--- config.mk ---
export PLATFORM = sky130hd
export DESIGN_NAME = mmio_uart_tx_flat
export DESIGN_NICKNAME = d
export VERILOG_FILES = /design/src/rtl/mmio_uart_tx_pkg.sv /design/src/rtl/mmio_uart_tx_if.sv /design/src/rtl/mmio_uart_tx_sync_fifo.sv /design/src/rtl/mmio_uart_tx.sv /design/src/flat_wrapper.sv
export SDC_FILE = /design/constraint.sdc
export NUM_CORES = 1
export LEC_CHECK = 0
export CAP_MARGIN = 40
export CORE_MARGIN = 2
export CORE_UTILIZATION = 58
export DETAILED_ROUTE_END_ITERATION = 6
export GPL_TIMING_DRIVEN = 0
export PLACE_DENSITY = 0.85
export SLEW_MARGIN = 25
export SYNTH_ARGS = -nofsm -noshare
export SYNTH_HDL_FRONTEND = slang
export SYNTH_SLANG_ARGS = --single-unit
export TNS_END_PERCENT = 20
--- constraint.sdc ---
create_clock -name clk -period 6 [get_ports clk]
set_clock_uncertainty 0.2 [all_clocks]
set_input_delay 1.2 -clock clk [delete_from_list [all_inputs] [get_ports clk]]
set_output_delay 1.2 -clock clk [all_outputs]
set_load 0.02 [all_outputs]
--- src/rtl/mmio_uart_tx_pkg.sv ---
// Shared constants for the MMIO UART transmitter: the 0xf region register map
// and the serializer state encoding.
package mmio_uart_tx_pkg;

    localparam logic [31:0] MmioHalt      = 32'hf000_0000;
    localparam logic [31:0] MmioUartData  = 32'hf000_0100;
    localparam logic [31:0] MmioUartTxcnt = 32'hf000_0104;

    typedef enum logic [1:0] {
        StIdle  = 2'd0,
        StStart = 2'd1,
        StData  = 2'd2,
        StStop  = 2'd3
    } uart_state_e;

endpackage

--- src/rtl/mmio_uart_tx_if.sv ---
// Processor data-port bundle (mem_*) seen by memory-mapped peripherals.
interface mmio_uart_tx_if;

    logic        mem_oe;
    logic [31:0] mem_addr;
    logic [31:0] mem_wdata;
    logic [3:0]  mem_we;
    logic [31:0] mem_rdata;
    logic        mem_valid;

    modport master (
        output mem_oe, mem_addr, mem_wdata, mem_we,
        input  mem_rdata, mem_valid
    );

    modport slave (
        input  mem_oe, mem_addr, mem_wdata, mem_we,
        output mem_rdata, mem_valid
    );

endinterface

--- src/rtl/mmio_uart_tx_sync_fifo.sv ---
// Single-clock circular-buffer FIFO. A push is judged against the count at the
// edge, so a push into a full FIFO is dropped even when a pop happens that cycle.
module sync_fifo #(
    parameter int unsigned WIDTH = 8,
    parameter int unsigned LOG2  = 4
) (
    input  logic             clk_i,
    input  logic             rst_ni,
    input  logic             push_i,
    input  logic [WIDTH-1:0] wdata_i,
    input  logic             pop_i,
    output logic [WIDTH-1:0] rdata_o,
    output logic             full_o,
    output logic             empty_o,
    output logic [LOG2:0]    count_o
);

    localparam int unsigned Depth = 1 << LOG2;

    logic [WIDTH-1:0] mem_q [Depth];
    logic [LOG2-1:0]  wr_ptr_q, wr_ptr_d;
    logic [LOG2-1:0]  rd_ptr_q, rd_ptr_d;
    logic [LOG2:0]    count_q, count_d;
    logic             push_en, pop_en;

    assign full_o  = (count_q == (LOG2+1)'(Depth));
    assign empty_o = (count_q == '0);
    assign count_o = count_q;
    assign rdata_o = mem_q[rd_ptr_q];

    always_comb begin
        push_en  = push_i && !full_o;
        pop_en   = pop_i && !empty_o;
        wr_ptr_d = push_en ? wr_ptr_q + LOG2'(1) : wr_ptr_q;
        rd_ptr_d = pop_en ? rd_ptr_q + LOG2'(1) : rd_ptr_q;
        count_d  = count_q + (LOG2+1)'(push_en) - (LOG2+1)'(pop_en);
    end

    always_ff @(posedge clk_i or negedge rst_ni) begin
        if (!rst_ni) begin
            wr_ptr_q <= '0;
            rd_ptr_q <= '0;
            count_q  <= '0;
        end else begin
            wr_ptr_q <= wr_ptr_d;
            rd_ptr_q <= rd_ptr_d;
            count_q  <= count_d;
        end
    end

    // Storage needs no reset: the count alone decides what is valid.
    always_ff @(posedge clk_i) begin
        if (push_en) begin
            mem_q[wr_ptr_q] <= wdata_i;
        end
    end

endmodule

--- src/rtl/mmio_uart_tx.sv ---
// Memory-mapped 8N1 UART transmitter with a byte FIFO and TX-available status.
// Define MMIO_UART_TXCNT_EN to add a completed-frame counter at BASE+4.
module mmio_uart_tx
    import mmio_uart_tx_pkg::*;
#(
    parameter logic [31:0] BASE      = MmioUartData,
    parameter int unsigned CLK_DIV   = 16,
    parameter int unsigned FIFO_LOG2 = 4
) (
    input  logic         clk,
    input  logic         rst,
    mmio_uart_tx_if.slave bus,
    output logic         tx,
    output logic         busy
);

    localparam int unsigned BaudW = (CLK_DIV > 2) ? $clog2(CLK_DIV) : 1;
    localparam logic [BaudW-1:0] BaudLast = BaudW'(CLK_DIV - 1);

    uart_state_e      state_q, state_d;
    logic [BaudW-1:0] baud_q, baud_d;
    logic [2:0]       bit_idx_q, bit_idx_d;
    logic [7:0]       shift_q, shift_d;
    logic             tx_q, tx_d;
    logic             valid_q, valid_d;
    logic [31:0]      rdata_q, rdata_d;

    logic             sel_data, wr_data, rd_data;
    logic             fifo_pop, fifo_full, fifo_empty;
    logic [7:0]       fifo_rdata;
    logic [FIFO_LOG2:0] fifo_count;
    logic             baud_end;
    logic             unused_bus;

    assign sel_data = bus.mem_oe && (bus.mem_addr == BASE);
    assign wr_data  = sel_data && bus.mem_we[0];
    // Any access without byte lane 0 enabled behaves as a read.
    assign rd_data  = sel_data && !bus.mem_we[0];
    assign unused_bus = ^{bus.mem_wdata[31:8], bus.mem_we[3:1]};

    sync_fifo #(
        .WIDTH (8),
        .LOG2  (FIFO_LOG2)
    ) u_fifo (
        .clk_i   (clk),
        .rst_ni  (rst),
        .push_i  (wr_data),
        .wdata_i (bus.mem_wdata[7:0]),
        .pop_i   (fifo_pop),
        .rdata_o (fifo_rdata),
        .full_o  (fifo_full),
        .empty_o (fifo_empty),
        .count_o (fifo_count)
    );

    assign baud_end = (baud_q == BaudLast);

    always_comb begin
        state_d   = state_q;
        baud_d    = baud_q;
        bit_idx_d = bit_idx_q;
        shift_d   = shift_q;
        fifo_pop  = 1'b0;
        unique case (state_q)
            StIdle: begin
                if (!fifo_empty) begin
                    fifo_pop = 1'b1;
                    shift_d  = fifo_rdata;
                    baud_d   = '0;
                    state_d  = StStart;
                end
            end
            StStart: begin
                if (baud_end) begin
                    baud_d    = '0;
                    bit_idx_d = 3'd0;
                    state_d   = StData;
                end else begin
                    baud_d = baud_q + BaudW'(1);
                end
            end
            StData: begin
                if (baud_end) begin
                    baud_d = '0;
                    if (bit_idx_q == 3'd7) begin
                        state_d = StStop;
                    end else begin
                        bit_idx_d = bit_idx_q + 3'd1;
                        shift_d   = shift_q >> 1;
                    end
                end else begin
                    baud_d = baud_q + BaudW'(1);
                end
            end
            StStop: begin
                if (baud_end) begin
                    baud_d  = '0;
                    state_d = StIdle;
                end else begin
                    baud_d = baud_q + BaudW'(1);
                end
            end
            default: state_d = StIdle;
        endcase

        // tx is registered from the next state so the line never glitches.
        case (state_d)
            StStart: tx_d = 1'b0;
            StData:  tx_d = shift_d[0];
            default: tx_d = 1'b1;
        endcase
    end

`ifdef MMIO_UART_TXCNT_EN
    logic [31:0] txcnt_q, txcnt_d;
    logic        sel_cnt, rd_cnt, clr_cnt, frame_done;

    assign sel_cnt    = bus.mem_oe && (bus.mem_addr == BASE + 32'd4);
    assign rd_cnt     = sel_cnt && !bus.mem_we[0];
    assign clr_cnt    = sel_cnt && bus.mem_we[0];
    assign frame_done = (state_q == StStop) && baud_end;

    // Clear wins over a same-cycle increment.
    always_comb begin
        txcnt_d = txcnt_q;
        if (clr_cnt) begin
            txcnt_d = '0;
        end else if (frame_done) begin
            txcnt_d = txcnt_q + 32'd1;
        end
    end

    always_ff @(posedge clk or negedge rst) begin
        if (!rst) begin
            txcnt_q <= '0;
        end else begin
            txcnt_q <= txcnt_d;
        end
    end
`endif

    always_comb begin
        valid_d = 1'b0;
        rdata_d = rdata_q;
        if (rd_data) begin
            valid_d = 1'b1;
            rdata_d = {31'b0, !fifo_full};
        end
`ifdef MMIO_UART_TXCNT_EN
        else if (rd_cnt) begin
            valid_d = 1'b1;
            rdata_d = txcnt_q;
        end
`endif
    end

    always_ff @(posedge clk or negedge rst) begin
        if (!rst) begin
            state_q   <= StIdle;
            baud_q    <= '0;
            bit_idx_q <= '0;
            shift_q   <= '0;
            tx_q      <= 1'b1;
            valid_q   <= 1'b0;
            rdata_q   <= '0;
        end else begin
            state_q   <= state_d;
            baud_q    <= baud_d;
            bit_idx_q <= bit_idx_d;
            shift_q   <= shift_d;
            tx_q      <= tx_d;
            valid_q   <= valid_d;
            rdata_q   <= rdata_d;
        end
    end

    assign tx            = tx_q;
    assign busy          = (state_q != StIdle) || (fifo_count != '0);
    assign bus.mem_valid = valid_q;
    assign bus.mem_rdata = rdata_q;

endmodule

--- src/flat_wrapper.sv ---
// flat-port wrapper written by rule: the top's interface ports become plain ports
module mmio_uart_tx_flat import mmio_uart_tx_pkg::*;
#(
    parameter logic [31:0] BASE      = MmioUartData,
    parameter int unsigned CLK_DIV   = 16,
    parameter int unsigned FIFO_LOG2 = 4
)
  (clk, rst, tx, busy, bus_mem_oe, bus_mem_addr, bus_mem_wdata, bus_mem_we, bus_mem_rdata, bus_mem_valid);
  mmio_uart_tx_if bus_i ();
  input  logic clk;
  input  logic rst;
  output logic tx;
  output logic busy;
  input wire logic [$bits(bus_i.mem_oe)-1:0] bus_mem_oe;
  input wire logic [$bits(bus_i.mem_addr)-1:0] bus_mem_addr;
  input wire logic [$bits(bus_i.mem_wdata)-1:0] bus_mem_wdata;
  input wire logic [$bits(bus_i.mem_we)-1:0] bus_mem_we;
  output wire logic [$bits(bus_i.mem_rdata)-1:0] bus_mem_rdata;
  output wire logic [$bits(bus_i.mem_valid)-1:0] bus_mem_valid;
  assign bus_i.mem_oe = bus_mem_oe;
  assign bus_i.mem_addr = bus_mem_addr;
  assign bus_i.mem_wdata = bus_mem_wdata;
  assign bus_i.mem_we = bus_mem_we;
  assign bus_mem_rdata = bus_i.mem_rdata;
  assign bus_mem_valid = bus_i.mem_valid;
  mmio_uart_tx #(.BASE(BASE), .CLK_DIV(CLK_DIV), .FIFO_LOG2(FIFO_LOG2)) u_core (.clk(clk), .rst(rst), .bus(bus_i), .tx(tx), .busy(busy));
endmodule
==> metrics.txt <==
# TYPE chip_impl_metric gauge
chip_impl_info{name="outcome",value="complete, no violations"} 1
chip_impl_metric{name="firstDrtPassIters",unit=""} 4
chip_impl_info{name="rsz0062_at_grt",value="false"} 1
chip_impl_metric{name="wire_length_of_the_first_global_routing_pass",unit="µm"} 23000
chip_impl_metric{name="fin_nets",unit=""} 616
chip_impl_info{name="synth_top_flop_cell",value="sky130_fd_sc_hd__edfxtp_1"} 1
chip_impl_metric{name="die_h",unit="µm"} 115
chip_impl_metric{name="post_synth_num_cell_types",unit=""} 55
chip_impl_metric{name="final_antenna_net_count",unit=""} 0
chip_impl_metric{name="dpl.hpwl",unit="µm"} 9810
chip_impl_metric{name="post_cts_resized",unit=""} 0
chip_impl_metric{name="post-layout-total-power",unit="mW"} 2.36
chip_impl_metric{name="postSynthRegisterBits",unit=""} 161
chip_impl_info{name="cts_root_buffer",value="sky130_fd_sc_hd__clkbuf_16"} 1
chip_impl_metric{name="holdBufCountCts",unit=""} 0
chip_impl_metric{name="slew_headroom",unit="%"} 49.4
chip_impl_metric{name="post-route-min-period",unit="ns"} 4.40
chip_impl_info{name="reg2reg_from",value="u_core.u_fifo.count_o[2]"} 1
chip_impl_metric{name="routed-via-count",unit=""} 4104
chip_impl_metric{name="cts_buffers",unit=""} 17
chip_impl_info{name="worstSetupEndpointType",value="flip-flop"} 1
chip_impl_metric{name="final.fill_count",unit=""} 729
chip_impl_info{name="hold_path.class",value="reg2reg"} 1
chip_impl_metric{name="worst_ep_required_time",unit="ns"} 6.15
chip_impl_metric{name="grt_use_total",unit="%"} 24.4
chip_impl_metric{name="final-hold-violation-count",unit=""} 0
chip_impl_metric{name="via_count_of_the_first_global_routing_pass",unit=""} 4048
chip_impl_metric{name="synth_cells",unit=""} 433
chip_impl_info{name="startpoint_type",value="input port"} 1
chip_impl_info{name="tritoncts_clock_tree",value="built"} 1
chip_impl_metric{name="synth_edf_count",unit=""} 128
chip_impl_metric{name="grt_antenna_before_repair",unit=""} 0
chip_impl_metric{name="grt_max_degree",unit=""} 26
chip_impl_metric{name="timing.fmax",unit="MHz"} 227
chip_impl_info{name="most_frequent_cells_in_the_layout",value="sky130_fd_sc_hd__edfxtp_1 (128), sky130_fd_sc_hd__clkdlybuf4s50_1 (46), sky130_fd_sc_hd__buf_4 (33)"} 1
chip_impl_info{name="most_common_cell_after_layout_fill_and_taps_aside",value="sky130_fd_sc_hd__edfxtp_1"} 1
chip_impl_metric{name="n_antenna_cell",unit=""} 0
chip_impl_metric{name="synthesis.area",unit="mm²"} 0.00718
chip_impl_metric{name="worstPathArrival",unit="ns"} 4.55
chip_impl_metric{name="die-width",unit="µm"} 115
chip_impl_metric{name="finalCritPeriodShare",unit="%"} 73.3
chip_impl_metric{name="maxSlewViolCount",unit=""} 0
chip_impl_metric{name="cellLeakagePower",unit="nW"} 3.27
chip_impl_metric{name="ctsLongestPathBuffers",unit=""} 2
chip_impl_metric{name="timing_worst_slew_pin_value",unit="ns"} 0.756
chip_impl_metric{name="irDropWorstVdd",unit="mV"} 0.275
chip_impl_metric{name="synthArstFlopShare",unit="%"} 20.5
chip_impl_metric{name="p_per_area",unit="mW/mm²"} 275
chip_impl_metric{name="ys_seq_area_share",unit="%"} 65.1
chip_impl_metric{name="core.rowCount",unit=""} 40
chip_impl_metric{name="path_max_fanout",unit=""} 10
chip_impl_metric{name="port_buffers",unit=""} 47
chip_impl_info{name="cp-startpoint",value="bus_mem_addr[22]"} 1
chip_impl_info{name="worstSetupPathType",value="in2reg"} 1
chip_impl_metric{name="start_util",unit="%"} 59.5
chip_impl_metric{name="syn_avg_cell_area",unit="µm²"} 16.6
chip_impl_metric{name="post_route_cells_drive_above_1_share",unit="%"} 21.7
chip_impl_metric{name="core_area",unit="mm²"} 0.0121
chip_impl_metric{name="htree_levels",unit=""} 4
chip_impl_metric{name="tns",unit="ns"} 0
chip_impl_metric{name="yosys_warnings",unit=""} 0
chip_impl_metric{name="wl_per_cell",unit="µm"} 21.1
chip_impl_info{name="hp-start",value="u_core.shift_q[3]"} 1
chip_impl_metric{name="grt.overflow.total",unit=""} 0
chip_impl_metric{name="worst_setup_hold_path_clk_slew",unit="ns"} 0.06
chip_impl_metric{name="finalSetupViolations",unit=""} 0
chip_impl_metric{name="drt_iter0_drc",unit=""} 437
chip_impl_metric{name="gp_routability_congestion",unit=""} 0.829
chip_impl_metric{name="area_delta_synth_final",unit="%"} 19.7
chip_impl_metric{name="clock_insertion_delay_worst_skew",unit="ns"} 0.43
chip_impl_metric{name="max-cap-violations",unit=""} 0
chip_impl_metric{name="drt_drc_violations_left",unit=""} 0
chip_impl_metric{name="post-cts-setup-buffers",unit=""} 0
chip_impl_metric{name="io-pin-count",unit=""} 106
chip_impl_metric{name="wl",unit="µm"} 15000
chip_impl_metric{name="postLayoutCoreUtil",unit="%"} 71.3
chip_impl_metric{name="die_ar",unit="mm²"} 0.0133
chip_impl_metric{name="drt-vias-per-instance",unit=""} 5.77
chip_impl_metric{name="cts_sinks",unit=""} 161
## cells in the mapped netlist, drive strengths merged (2+ instances only)
library cell	number	area (µm²)
a21oi	3	15.0
a22o	2	17.5
a22oi	2	15.0
a2bb2oi	2	23.8
a311oi	2	17.5
and3	13	81.3
and4	2	17.5
and4b	2	20.0
buf	42	334
clkbuf	9	33.8
dfrtp	32	801
edfxtp	128	3840
ha	14	175
inv	11	41.3
mux2	10	113
mux2i	17	170
mux4	26	623
nand2	20	75.1
nand3	15	75.1
nand4	3	25.0
nor2	10	37.5
nor2b	8	50.1
nor4	7	71.3
nor4b	6	77.6
o21ai	7	35.0
o221ai	12	130
o311ai	2	17.5
xnor2	5	43.8
xor2	7	61.3
## registers in the layout, indices dropped and copies added, names as in the netlist, 2 cells and up
name,count
u_core.u_fifo.mem_q,128
u_core.baud_q,4
u_core.u_fifo.count_o,5
u_core.shift_q,8
u_core.bit_idx_q,3
u_core.u_fifo.wr_ptr_q,4
u_core.u_fifo.rd_ptr_q,4
u_core.state_q,2
## power breakdown
group | total, mW | switching, mW | internal, mW | leakage, nW
registers | 1.21 | 0.00000302 | 1.21 | 1.56
clock network | 1.07 | 0.480 | 0.592 | 0.287
logic | 0.0852 | 0.0445 | 0.0407 | 1.43
total | 2.36 | 0.524 | 1.84 | 3.27
## final cells by class
cell class              instances  area (µm²)  area share, %
flip-flops and latches        161        4670           54.3
multi-input cells             240        2230           25.9
repair buffers                 48         485           5.65
clock buffers                  17         425           4.95
plain buffers                  51         368           4.28
well taps                     168         210           2.45
clock inverters                15         169           1.97
inverters                      11        41.3          0.480
## per-layer routing
metal	part of all wire [%]	vias to the layer above	track usage, %
met1	38	2064	31.8
met4	1.5	0	7.07
met5	0	-	0
met3	7.8	24	6.80
li1	-	1830	-
met2	52	186	40.7
## worst max-delay path, stage by stage
cell and delay [ns]:
sky130_fd_sc_hd__clkdlybuf4s50_1 0.43, sky130_fd_sc_hd__nor4b_2 0.31, sky130_fd_sc_hd__nand4_1 0.28, sky130_fd_sc_hd__nor4_4 0.60, sky130_fd_sc_hd__buf_6 0.21, sky130_fd_sc_hd__inv_1 0.08
sky130_fd_sc_hd__ha_1 0.28, sky130_fd_sc_hd__inv_1 0.04, sky130_fd_sc_hd__ha_1 0.22, sky130_fd_sc_hd__fa_1 0.44, sky130_fd_sc_hd__a21oi_1 0.17, sky130_fd_sc_hd__nor2_1 0.06
sky130_fd_sc_hd__nor2_1 0.11, sky130_fd_sc_hd__xnor2_1 0.12
## stage by stage
stage                     cell area, µm²  instances  setup slack [ns]  hold slack [ns]
after global routing                8600        711              1.42            0.326
final                               8600        711              1.60            0.300
after CTS                           8600        711              1.62            0.302
after detailed placement            8000        679              1.21            0.286
after global placement              7970        678              1.23            0.274
after floorplan                     7290        463              2.07            0.262
## path summary, 6_finish.rpt
check / end / slack (ns) / cells past startpoint
worst min register to register: u_core.shift_q[3] / 0.30 / 2
min in group asynchronous: u_core.baud_q[0] / 0.42 / 1
worst max register to register: u_core.u_fifo.count_o[4] / 2.53 / 15
worst max-delay path: u_core.u_fifo.count_o[4] / 1.60 / 14
worst min-delay path: u_core.shift_q[3] / 0.30 / 2
max in group asynchronous: u_core.u_fifo.count_o[2] / 4.77 / 2
## cells by family (layout without fill, tap and decap cells)
kind of cell,count (synthesis),in the layout,synth area share (%)
muxes,53,53,12.6
adders and majority gates,15,15,2.72
xor gates and xnor gates,12,12,1.46
other,1,31,0.0522
DFF,161,161,65.1
buffers and inverters,62,142,5.70
and+or+nand+nor,95,95,8.38
AOI/OAI and AO/OA,34,34,3.99
(Power assumes the default switching activity.)
